$ cat src/rtl/regfile_wb_arbiter.sv
// ---------------------------------------------------------------------------
// regfile_wb_arbiter
//
// Purpose:
//   Owns the single write port of the integer register file.
//   - After reset it zero-clears x1..x(2^AW-1), one register per cycle,
//     because the register array itself has no reset.
//   - It then arbitrates round-robin between two writeback requesters:
//     A (execute/ALU) and B (load unit).
//   - Writes are presented one cycle after the accepting edge on registered
//     outputs that drive the register file directly.
//   - Writes to x0 are accepted but never issued.
//
// Ports:
//   i_clk        rising-edge clock
//   i_rst        asynchronous active-high reset
//   i_a_valid    requester A has a write pending
//   i_a_addr     requester A destination register
//   i_a_data     requester A write data
//   o_a_ready    requester A accepted this cycle (combinational)
//   i_b_valid    requester B has a write pending
//   i_b_addr     requester B destination register
//   i_b_data     requester B write data
//   o_b_ready    requester B accepted this cycle (combinational)
//   o_write      register file write enable (registered)
//   o_waddr      register file write address (registered)
//   o_wdata      register file write data (registered)
//   o_init_done  high once the clear sequence has finished (registered)
// ---------------------------------------------------------------------------
module regfile_wb_arbiter #(
  parameter int XLEN       = 32,
  parameter int AW         = 5,
  parameter int INIT_CLEAR = 1
) (
  input  logic            i_clk,
  input  logic            i_rst,
  input  logic            i_a_valid,
  input  logic [AW-1:0]   i_a_addr,
  input  logic [XLEN-1:0] i_a_data,
  output logic            o_a_ready,
  input  logic            i_b_valid,
  input  logic [AW-1:0]   i_b_addr,
  input  logic [XLEN-1:0] i_b_data,
  output logic            o_b_ready,
  output logic            o_write,
  output logic [AW-1:0]   o_waddr,
  output logic [XLEN-1:0] o_wdata,
  output logic            o_init_done
);

  typedef enum logic {
    ST_INIT = 1'b0,
    ST_RUN  = 1'b1
  } state_t;

  localparam state_t RESET_STATE = (INIT_CLEAR != 0) ? ST_INIT : ST_RUN;
  localparam logic   RESET_DONE  = (INIT_CLEAR == 0);

  state_t          state, state_next;
  logic [AW-1:0]   clr_cnt, clr_cnt_next;
  logic            last_b, last_b_next;
  logic            write_next;
  logic [AW-1:0]   waddr_next;
  logic [XLEN-1:0] wdata_next;
  logic            done_next;
  logic            grant_a, grant_b;

  // Round-robin: on a tie, last_b = 1 means B won last time, so A goes now.
  // The grant only depends on the valids and the pointer, never on the
  // write port, so a lone requester streams at one transfer per cycle.
  always_comb begin
    grant_a = i_a_valid && (!i_b_valid || last_b);
    grant_b = i_b_valid && (!i_a_valid || !last_b);
  end

  assign o_a_ready = (state == ST_RUN) && grant_a;
  assign o_b_ready = (state == ST_RUN) && grant_b;

  // State and output registers. The pointer starts as "last granted B" so
  // that A wins the first tie after reset.
  always_ff @(posedge i_clk or posedge i_rst) begin
    if (i_rst) begin
      state       <= RESET_STATE;
      clr_cnt     <= AW'(1);
      last_b      <= 1'b1;
      o_write     <= 1'b0;
      o_waddr     <= '0;
      o_wdata     <= '0;
      o_init_done <= RESET_DONE;
    end else begin
      state       <= state_next;
      clr_cnt     <= clr_cnt_next;
      last_b      <= last_b_next;
      o_write     <= write_next;
      o_waddr     <= waddr_next;
      o_wdata     <= wdata_next;
      o_init_done <= done_next;
    end
  end

  // Next-state and next-output logic. When nothing is written the address
  // and data registers hold, which includes an accepted write to x0: that
  // transfer moves the pointer but leaves the port idle.
  always_comb begin
    state_next   = state;
    clr_cnt_next = clr_cnt;
    last_b_next  = last_b;
    write_next   = 1'b0;
    waddr_next   = o_waddr;
    wdata_next   = o_wdata;
    done_next    = o_init_done;

    case (state)
      ST_INIT: begin
        write_next   = 1'b1;
        waddr_next   = clr_cnt;
        wdata_next   = '0;
        clr_cnt_next = clr_cnt + 1'b1;
        // The edge issuing the highest register also ends the clear.
        if (clr_cnt == '1) begin
          state_next = ST_RUN;
          done_next  = 1'b1;
        end
      end
      ST_RUN: begin
        if (o_a_ready) begin
          last_b_next = 1'b0;
          if (i_a_addr != '0) begin
            write_next = 1'b1;
            waddr_next = i_a_addr;
            wdata_next = i_a_data;
          end
        end else if (o_b_ready) begin
          last_b_next = 1'b1;
          if (i_b_addr != '0) begin
            write_next = 1'b1;
            waddr_next = i_b_addr;
            wdata_next = i_b_data;
          end
        end
      end
      default: begin
        state_next = RESET_STATE;
      end
    endcase
  end

endmodule

$ cat config.mk
export PLATFORM = sky130hd
export DESIGN_NAME = regfile_wb_arbiter
export DESIGN_NICKNAME = d
export VERILOG_FILES = /design/src/rtl/regfile_wb_arbiter.sv
export SDC_FILE = /design/constraint.sdc
export NUM_CORES = 1
export LEC_CHECK = 0
export BUFFER_PORTS_ARGS = -buffer_cell sky130_fd_sc_hd__clkbuf_2
export CAP_MARGIN = 20
export CORE_ASPECT_RATIO = 1.1
export CORE_MARGIN = 2
export CORE_UTILIZATION = 41
export DETAILED_ROUTE_END_ITERATION = 10
export PLACE_DENSITY = 0.82
export SETUP_SLACK_MARGIN = 0.05
export SKIP_CTS_REPAIR_TIMING = 1
export SLEW_MARGIN = 20
export SYNTH_ARGS = -nofsm -noshare
export SYNTH_HDL_FRONTEND = slang
export SYNTH_SLANG_ARGS = --single-unit
$ cat constraint.sdc
create_clock -name i_clk -period 1.8 [get_ports i_clk]
set_clock_uncertainty 0.1 [all_clocks]
set_input_delay 0 -clock i_clk [delete_from_list [all_inputs] [get_ports i_clk]]
set_output_delay 0 -clock i_clk [all_outputs]
set_load 0.03 [all_outputs]
## After elaboration in Yosys (flattened, before gate mapping)

Index checks and enable logic that the tools add are counted.
Widths: inputs -> output; s select.

| word-level totals | value |
|---|---|
| flip-flop bits (word level) | 46 |
| bits of input ports | 78 |
| output and inout port bits | 41 |
| logic and storage cells | 47 |

| cells by class | value |
|---|---|
| add/sub/neg operators | 1 |
| eq/ne operators | 4 |
| multiplexer cells | 19 |
| bitwise logic cells | 1 |
| reductions and logical operators | 15 |

Operator list:

| kind | number |
|---|---|
| $mux 32 | 4 |
| $pmux 32 s2 | 1 |
| $mux 5 | 4 |
| $pmux 5 s2 | 1 |
| $reduce_bool 5->1 | 2 |
| $mux 1 | 8 |
| $ne 3x2->1 const B | 2 |
| $add 5x1->5 const B | 1 |
| $eq 5x5->1 const B | 1 |
| $logic_and 1x1->1 | 4 |
| $reduce_and 2->1 | 2 |
| $logic_not 1->1 | 3 |
| $ne 3x3->1 const B | 1 |
| $reduce_and 3->1 | 1 |
| $logic_or 1x1->1 | 2 |
| $pmux 1 s2 | 1 |
| $reduce_bool 2->1 | 1 |
| $not 1->1 | 1 |

## Depth between registers and ports, before layout

Gate-level depths: netlist of run 1.

| logic depth | value |
|---|---|
| depth in word-level cells | 7 |
| gate-level depth with buffers | 8 |

## Worst setup path after synthesis of run 1

Ideal clock, no wire load.

| path | value |
|---|---|
| path kind | register to register |
| start point | register state |
| end point | register o_waddr[4] |
| setup time | 0.125 ns |
| arrival | 1.706 ns |
| required time | 1.575 ns |
| slack | -0.132 ns |
| stages on the path, launching flop included | 8 |
| path buffers | 2 |
| clock period less this slack | 1.932 ns |
| path through | dfrtp_1 > nand2_1 > a21oi_1 > a21boi_1 > buf_2 > clkbuf_1 > o21ai_0 > o21ai_2 |

| between the ends | value |
|---|---|
| cells in the longest elaborated chain, start to end | 3 |

Ends and longest elaborated chain:

| element | line | source |
|---|---|---|
| start: declaration | 59 | `state_t state, state_next;` |
| start signal: assignment | 91 | `state <= state_next;` |
| $logic_and 1x1->1 | 77 | `assign o_b_ready = (state == ST_RUN) && grant_b;` |
| net o_b_ready | 44 | `output logic o_b_ready,` |
| $ne 3x3->1 (no line) | -- |  |
| $reduce_and 3->1 (no line) | -- |  |
| end signal: assignment | 95 | `o_waddr <= waddr_next;` |
| end: declaration | 46 | `output logic [AW-1:0] o_waddr,` |

The timed path passes the listed nets, and every way through them passes these cells.
A chain may end at the register's enable or synchronous reset.

## Worst setup path in the final report of run 1

| path | value |
|---|---|
| start point | register last_b |
| end point | register o_waddr[2] |

| between the ends | value |
|---|---|
| cells in the longest elaborated chain, start to end | 6 |

Ends and longest elaborated chain:

| element | line | source |
|---|---|---|
| start: declaration | 61 | `logic last_b, last_b_next;` |
| start signal: assignment | 93 | `last_b <= last_b_next;` |
| $logic_not 1->1 | 73 | `grant_b = i_b_valid && (!i_a_valid \|\| !last_b);` |
| $logic_or 1x1->1 | 73 |  |
| $logic_and 1x1->1 | 73 |  |
| $logic_and 1x1->1 | 77 |  |
| $ne 3x3->1 (no line) | -- |  |
| $reduce_and 3->1 (no line) | -- |  |

Several ways; a longest one is shown, not always the timed one.

==> results of run 1 <==
## logic make-up after synthesis
family	Yosys count	synth area share [%]
simple gates	19	5.03
buf+inv	25	5.91
flops	46	51.0
xor+xnor	3	1.16
compound gates	117	33.1
mux	6	2.76
fa+ha+maj	2	1.11
## final cells by class
cell class	count	area, µm²	area share, %
flip-flops and latches	46	1150	29.6
clock inverters	2	60.1	1.54
well taps	75	93.8	2.41
clock buffers	6	82.6	2.12
repair buffers	202	1490	38.4
inverters	4	15.0	0.385
multi-input cells	147	996	25.6
## cell usage after synthesis, types with 4 or more instances
library cell,n
a21oi_1,7
a22oi_1,32
buf_2,4
buf_6,4
clkbuf_1,10
dfrtp_1,44
inv_1,4
mux2i_1,4
nor2_1,6
o21ai_0,52
o21ai_2,19
## sequential cells by signal (all words and copies together), names as in the netlist
name and flops:
o_wdata 32, clr_cnt 5, o_waddr 5, last_b 1, o_init_done 1, o_write 1
state 1
## worst max path at each step
stage,end,depth (start not counted)
after floorplan,o_wdata[15],8
after global placement,o_wdata[27],6
after detailed placement,o_waddr[3],6
after CTS,o_a_ready,4
after global routing,o_wdata[30],7
final,o_waddr[2],7
## power groups by stage
| stage | Sequential, µW | Combinational [µW] | Clock [µW] |
|---|---|---|---|
| 2_1_floorplan | 1580 | 350 | 0 |
| 3_3_place_gp | 1280 | 967 | 0 |
| 3_5_place_dp | 1290 | 987 | 0 |
| 4_1_cts | 1270 | 989 | 947 |
| 5_1_grt | 1290 | 1250 | 999 |
| 6_report | 1270 | 1170 | 936 |
## routing by layer
metal | up-vias | GRT usage, %
li1 | 1178 | -
met5 | - | 0
met3 | 15 | 5.40
met4 | 0 | 4.11
met1 | 1163 | 22.8
met2 | 129 | 32.0
## per-stage QoR
stage / worst slack, ns / utilization [%]
2_1_floorplan: 0.0320 / -
3_3_place_gp: 0.0832 / 54.9
3_5_place_dp: 0.00434 / 54.9
4_1_cts: -0.0583 / 57.6
5_1_grt: -0.122 / 72.7
6_report: -0.0332 / 72.7
## worst register-to-register path, cell delays in order, from the launching register on
cell and delay (ns):
dfstp_2 0.56, nand2b_4 0.14, and3_4 0.20, nor3b_4 0.20
buf_4 0.17, clkbuf_16 0.17, o21ai_0 0.10, o21ai_0 0.11
==> impl_metrics.yaml, run 1 <==
run_status:
  status: "complete, but fails checks"
  violations: "hold timing, setup timing"
yosys:
  syn_nets: 298
  netlist_area_um2: 2260
  ys_seq_area_share_pct: 51.0
  ys_ff_latch: 46
  synth_edf_count: 0
  synth_area_leaders: "dfrtp_1 49%, o21ai_0 11%, a22oi_1 11%"
  synthCells: 218
  yosysWarnings: 0
  yosys_most_used_dff: "dfrtp_1"
  post-synth-top-area-cell: "dfrtp_1"
  yosys.area.top_type_share_pct: 48.6
  synth_cell_types: 34
  synthArstFlopShare_pct: 100
  avgSynthCellArea_um2: 10.4
setup_path:
  worstRegToRegCells: 7
  critPathTopFamily: "flip-flops"
  critPathArrivalTime_ns: 1.94
  cp_slowest_cell: "dfstp_2"
  crit_top_cell: "o21ai_0"
  path_buf_inv: 2
  r2r_slack_ns: -0.03
  cp-start-kind: "flop"
  slowest_delay_ns: 0.56
  worst_setup_path_end_kind: "flop"
  critical_path.max_fanout: 18
  critPathKind: "reg -> reg"
  r2r_start: "last_b"
  crit_chain: "nand2b_4 -> and3_4 -> nor3b_4 -> buf_4 -> clkbuf_16 -> o21ai_0 -> o21ai_0"
  r2r-end: "o_waddr[2]"
  worstPathRequired_ns: 1.90
  worstSetupStartpoint: "last_b"
timing:
  slew_violations: 0
  finalCritPeriodShare_pct: 102
  fmax_ghz: 0.546
  setup_violations: 4
  setup_ws_ns: -0.0332
  finalHoldViolations: 2
  worstMarginPinSlew_ns: 0.578
  finalCriticalPeriod_ns: 1.83
  whs_ns: -0.0610
  setup-tns-final_ns: -0.0570
  rsz0062_at_grt: "true"
  relSlewSlack_pct: 61.4
cells_and_area:
  final_cell_mix: "118 x clkbuf_2, 70 x dlygate4sd3_1, 51 x o21ai_0"
  drive_gt1_share_pct: 42.5
  final_common_cell: "clkbuf_2"
  antenna_cells: 0
  area_growth_pct: 72.1
  fillers: 378
  finalNetCount: 486
  final_area_um2: 3890
  finalNonFillerCells: 482
pwr:
  power.share.sequential_pct: 37.7
  p_per_area_nw_per_um2: 866
  combPwrFrac_pct: 34.6
  ir_drop_uv: 565
  p_int_uw: 2240
  leakagePower_uw: 0.00189
  switchingPower_uw: 1130
  switching_share_pct: 33.5
  pwr-share-clk_pct: 27.8
  power_uw: 3370
hold_path:
  min_to: "o_wdata[30]"
  hp-class: "in -> reg"
  min_from: "i_b_data[30]"
  min_path_cells: 3
detailed_routing:
  wl_per_cell_um: 16.1
  drc: 0
  first_pass_iters: 5
  routed-wl-met2_um: 4300
  ant_nets: 0
  wl_met3_um: 531
  drt-met1-wl_um: 2820
  vias: 2485
  vias_per_cell: 5.16
  routed.top_layer: "met4"
  wl_um: 7750
  drt_iter0_drc: 109
clock_network:
  cts_root_buf: "clkbuf_8"
  cts_tree: "built"
  path_clk_slew_ns: 0.08
  cts_buffers: 5
  clkLatencyLatePin_ns: 0.29
  clk_path_buf_depth: 2
  htreeDepth: 2
  cts.sink_count: 46
floorplanning:
  dieHeight_um: 81.9
  start_util_pct: 42.2
  design.core.area_um2: 5360
  die_x_um: 74.8
  core.rowCount: 28
  dieArea_um2: 6130
  boundaryPins: 119
global_route:
  first_global_vias: 1934
  grt_usage_pct: 18.6
  grt_pass1_wl_um: 8730
  grt-ovfl-total: 0
  grt_max_degree: 47
  antenna_found_initial: 0
place:
  dp_hpwl_um: 4060
  gp_congestion: 0.733
  place_area_um2: 2940
  place_inst: 400
  port_buffers: 118
job:
  maxCapViolations: 0
Note: power is estimated with default switching activity, not from simulation.
==> run 2: changes to the inputs <==
Settings changed: HOLD_SLACK_MARGIN set to 0.1.
==> run 2 against run 1 <==
Compared with the run above:
- the flow finishes with violations (setup timing)
- sequential share of layout area shrank 0.38 points
- global-route usage is the same
- via count grew 2.0%
- sequential power is essentially flat
- sequential cell count is the same
- count of clock-buffer cells in the layout is the same
- largest cell class unchanged
- setup slack gained 0.0055 ns
- largest power group unchanged
- final cell count grew 1.0%
- die area is the same
- routed wire length grew 2.6%
- hold slack gained 0.14 ns
==> impl_metrics.yaml, run 2 (synthesis gave the netlist of run 1 again) <==
hold_path:
  min_from: "i_b_addr[0]"
  hp-class: "in -> reg"
cells_and_area:
  finalNonFillerCells: 487
  final_cell_mix: "118 x clkbuf_2, 75 x dlygate4sd3_1, 51 x o21ai_0"
  top_register: "o_wdata"
  antenna_cells: 0
  largest_reg_flops: 32
  reg_top3: "o_wdata: 32 flops, clr_cnt: 5 flops, o_waddr: 5 flops"
  finalNetCount: 491
  final_common_cell: "clkbuf_2"
  area_growth_pct: 74.3
  utilization_pct: 73.6
  drive_gt1_share_pct: 42.0
pwr:
  ir_drop_uv: 615
  power_uw: 3380
  leakagePower_uw: 0.00191
  p_per_area_nw_per_um2: 858
place:
  gp_congestion: 0.733
  port_buffers: 118
  place_inst: 400
  dp_hpwl_um: 4060
timing:
  worstMarginPinSlew_ns: 0.576
  finalCritPeriodShare_pct: 102
  finalHoldViolations: 0
  relSlewSlack_pct: 61.6
  setup-tns-final_ns: -0.0442
  fmax_ghz: 0.547
  rsz0062_at_grt: "true"
  setup_ws_ns: -0.0277
  finalCriticalPeriod_ns: 1.83
  slew_violations: 0
  whs_ns: 0.0770
  setup_violations: 2
clock_network:
  cts_buffers: 5
  cts.sink_count: 46
  cts_tree: "built"
  cts_root_buf: "clkbuf_8"
  clk_path_buf_depth: 2
  path_clk_slew_ns: 0.08
  htreeDepth: 2
  clkLatencyLatePin_ns: 0.29
global_route:
  top_usage_layer: "met2"
  globalRouteMet3Util_pct: 5.40
  use_met1_pct: 22.8
  grt_pass1_wl_um: 8730
  use_met2_pct: 32.0
  antenna_found_initial: 0
  first_global_vias: 1934
  grt_max_degree: 47
  grt-ovfl-total: 0
  grt_usage_pct: 18.6
detailed_routing:
  vias_per_cell: 5.20
  drt_iter0_drc: 112
  ant_nets: 0
  vias: 2534
  wl_per_cell_um: 16.3
  wl_um: 7950
  first_pass_iters: 4
  drc: 0
setup_path:
  critPathKind: "reg -> reg"
  critical_path.max_fanout: 18
  worst_setup_path_end_kind: "flop"
  r2r_start: "last_b"
  worstSetupStartpoint: "last_b"
  worstPathRequired_ns: 1.90
  cp-start-kind: "flop"
  critPathArrivalTime_ns: 1.93
floorplanning:
  dieArea_um2: 6130
  boundaryPins: 119
  core.rowCount: 28
  design.core.area_um2: 5360
  die_x_um: 74.8
  start_util_pct: 42.2
  dieHeight_um: 81.9
job:
  maxCapViolations: 0
run_status:
  violations: "setup timing"
  status: "complete, but fails checks"
## run 2: cell types whose count changed in the layout (fill, tap and decap cells not counted)
cell,previous run,this run
dlygate4sd3_1,70,75
## run 2: worst max-delay path, cell delays in order, from the launching register on
cell and delay [ns]:
dfstp_2 0.56, nand2b_4 0.14, and3_4 0.20, nor3b_4 0.20
buf_4 0.17, clkbuf_16 0.17, o21ai_0 0.09, o21ai_0 0.11
## run 2: power by group
group	leakage [µW]	internal (µW)	switching, µW
clock	0.0000714	592	344
combinational	0.00128	467	708
sequential	0.000560	1190	83.5
total	0.00191	2250	1140
## run 2: layer usage
metal,vias up,share of wire (%)
met2,130,55
met3,23,5.8
met1,1192,37
met5,-,0
met4,0,2.3
li1,1189,-
## run 2: final timing paths
| check | to | slack (ns) | cells after the start |
|---|---|---|---|
| max in group asynchronous | o_waddr[2] | 0.86 | 4 |
| setup reg to reg | o_waddr[2] | -0.03 | 7 |
| hold reg to reg | o_init_done | 0.36 | 1 |
| setup / recovery | o_waddr[2] | -0.03 | 7 |
| hold / removal | o_waddr[0] | 0.08 | 5 |
| min in group asynchronous | o_wdata[6] | 0.34 | 4 |
## run 2: area by class of cell
cell class / instances / area (µm²)
repair buffers: 207 / 1540
fillers: 376 / 1420
flip-flops and latches: 46 / 1150
multi-input cells: 147 / 996
well taps: 75 / 93.8
clock buffers: 6 / 82.6
clock inverters: 2 / 60.1
inverters: 4 / 15.0
## run 2: metrics by stage
stage | worst slack [ns] | cell area [µm²]
after detailed placement | 0.00434 | 2940
after CTS | -0.0583 | 3090
after floorplan | 0.0320 | 2280
final | -0.0277 | 3950
after global routing | -0.122 | 3950
after global placement | 0.0832 | 2940
==> run 3: changes to the inputs <==
Settings changed: CORE_UTILIZATION 41 to 39, PLACE_DENSITY 0.82 to 0.79.
==> run 3 against run 2 <==
Compared with the run above:
- the run now ends clean
- largest power group unchanged
- highest routed layer unchanged
- register-to-register slack improved by 0.04 ns
- critical path depth decreased by 1
- setup slack improved by 0.041 ns
==> impl_metrics.yaml, run 3 (synthesis gave the netlist of run 1 again) <==
place:
  place_ws_ns: 0.00175
  dp_hpwl_um: 4250
  gp_congestion: 0.728
  port_buffers: 118
  place_area_um2: 2950
clock_network:
  cts_buffers: 5
  cts.sink_count: 46
  cts_root_buf: "clkbuf_8"
  clkLatencyLatePin_ns: 0.29
  htreeDepth: 2
  cts_tree: "built"
  path_clk_slew_ns: 0.08
  clk_path_buf_depth: 2
floorplanning:
  core.rowCount: 29
  boundaryPins: 119
  dieHeight_um: 83.9
  dieArea_um2: 6430
  design.core.area_um2: 5700
  die_x_um: 76.6
  start_util_pct: 39.7
cells_and_area:
  final_area_um2: 3920
  reg_top3: "o_wdata: 32 flops, clr_cnt: 5 flops, o_waddr: 5 flops"
  antenna_cells: 0
  area_growth_pct: 73.2
  top_register: "o_wdata"
  largest_reg_flops: 32
  drive_gt1_share_pct: 42.7
  finalNetCount: 491
  final_common_cell: "clkbuf_2"
  final_cell_mix: "117 x clkbuf_2, 75 x dlygate4sd3_1, 44 x o21ai_0, 44 x dfrtp_1, 32 x a22oi_1"
global_route:
  first_global_vias: 2098
  grt-ovfl-total: 0
  antenna_found_initial: 0
  grt_usage_pct: 18.6
  grt_pass1_wl_um: 9650
  grt_max_degree: 38
timing:
  finalHoldViolations: 0
  setup_ws_ns: 0.0135
  finalCritPeriodShare_pct: 99.2
  finalCriticalPeriod_ns: 1.79
  slew_violations: 0
  setup_violations: 0
  worstMarginPinSlew_ns: 0.496
  rsz0062_at_grt: "true"
  relSlewSlack_pct: 66.9
  fmax_ghz: 0.560
pwr:
  ir_drop_uv: 512
  switchingPower_uw: 1130
  pwr-share-clk_pct: 27.8
  power.share.sequential_pct: 37.4
  leakagePower_uw: 0.00191
  combPwrFrac_pct: 34.8
  p_int_uw: 2240
  p_per_area_nw_per_um2: 862
  power_uw: 3380
  switching_share_pct: 33.6
hold_path:
  hp-class: "in -> reg"
job:
  maxCapViolations: 0
detailed_routing:
  drt_iter0_drc: 144
  drc: 0
  wl_per_cell_um: 15.7
  ant_nets: 0
  vias_per_cell: 5.18
  first_pass_iters: 4
  vias: 2533
  wl_um: 7700
run_status:
  status: "completed"
setup_path:
  critPathKind: "reg -> reg"
  critPathArrivalTime_ns: 1.86
  worst_setup_path_end_kind: "flop"
  worstPathRequired_ns: 1.87
  critical_path.max_fanout: 8
  cp-start-kind: "flop"
run 3: stage by stage:
| stage | instances | hold slack [ns] | TNS, ns | utilization [%] |
|---|---|---|---|---|
| floorplan | 218 | 0.0105 | 0 | - |
| global placement | 403 | -0.0660 | 0 | 51.8 |
| CTS | 411 | -0.392 | -0.0139 | 54.3 |
| global route | 489 | 0.165 | -0.602 | 68.8 |
| detailed placement | 403 | -0.0643 | 0 | 51.8 |
| finish | 489 | 0.0835 | 0 | 68.8 |
run 3: layout make-up:
type | instances | area (µm²)
Timing Repair Buffer | 207 | 1510
Tap cell | 77 | 96.3
Inverter | 4 | 15.0
Sequential cell | 46 | 1150
Clock inverter | 2 | 60.1
Clock buffer | 6 | 82.6
Fill cell | 446 | 1780
Multi-Input combinational cell | 147 | 1010
run 3: final timing paths:
path                            cells past startpoint     endpoint  slack (ns)   startpoint
worst max register to register                      6   o_waddr[1]        0.01       last_b
worst min-delay path                                5   o_waddr[2]        0.08  i_b_addr[2]
worst max-delay path                                6   o_waddr[1]        0.01       last_b
max in group asynchronous                           4       last_b        0.85        i_rst
worst min register to register                      1  o_init_done        0.36  o_init_done
min in group asynchronous                           3  o_wdata[23]        0.16        i_rst
run 3: critical path: stages (launching register included):
cell      delay [ns]
dfstp_2         0.55
nand2b_4        0.13
and3_4          0.20
nor3b_4         0.22
or2_4           0.21
buf_6           0.15
o21ai_0         0.10
run 3: power groups by stage:
stage                     clock network, µW  registers (µW)  logic, µW
final                                   939            1260       1170
after global routing                   1000            1280       1260
after CTS                               952            1270        987
after detailed placement                  0            1290        986
after global placement                    0            1280        968
after floorplan                           0            1580        350
run 3: metal layers:
metal  vias to the layer above  share of wire, %  GRT usage (%)
met5                         -                 0              0
met3                        32               4.6           4.11
li1                       1188                 -              -
met2                       111                55           32.2
met4                         0               4.1           4.96
met1                      1202                36           23.5
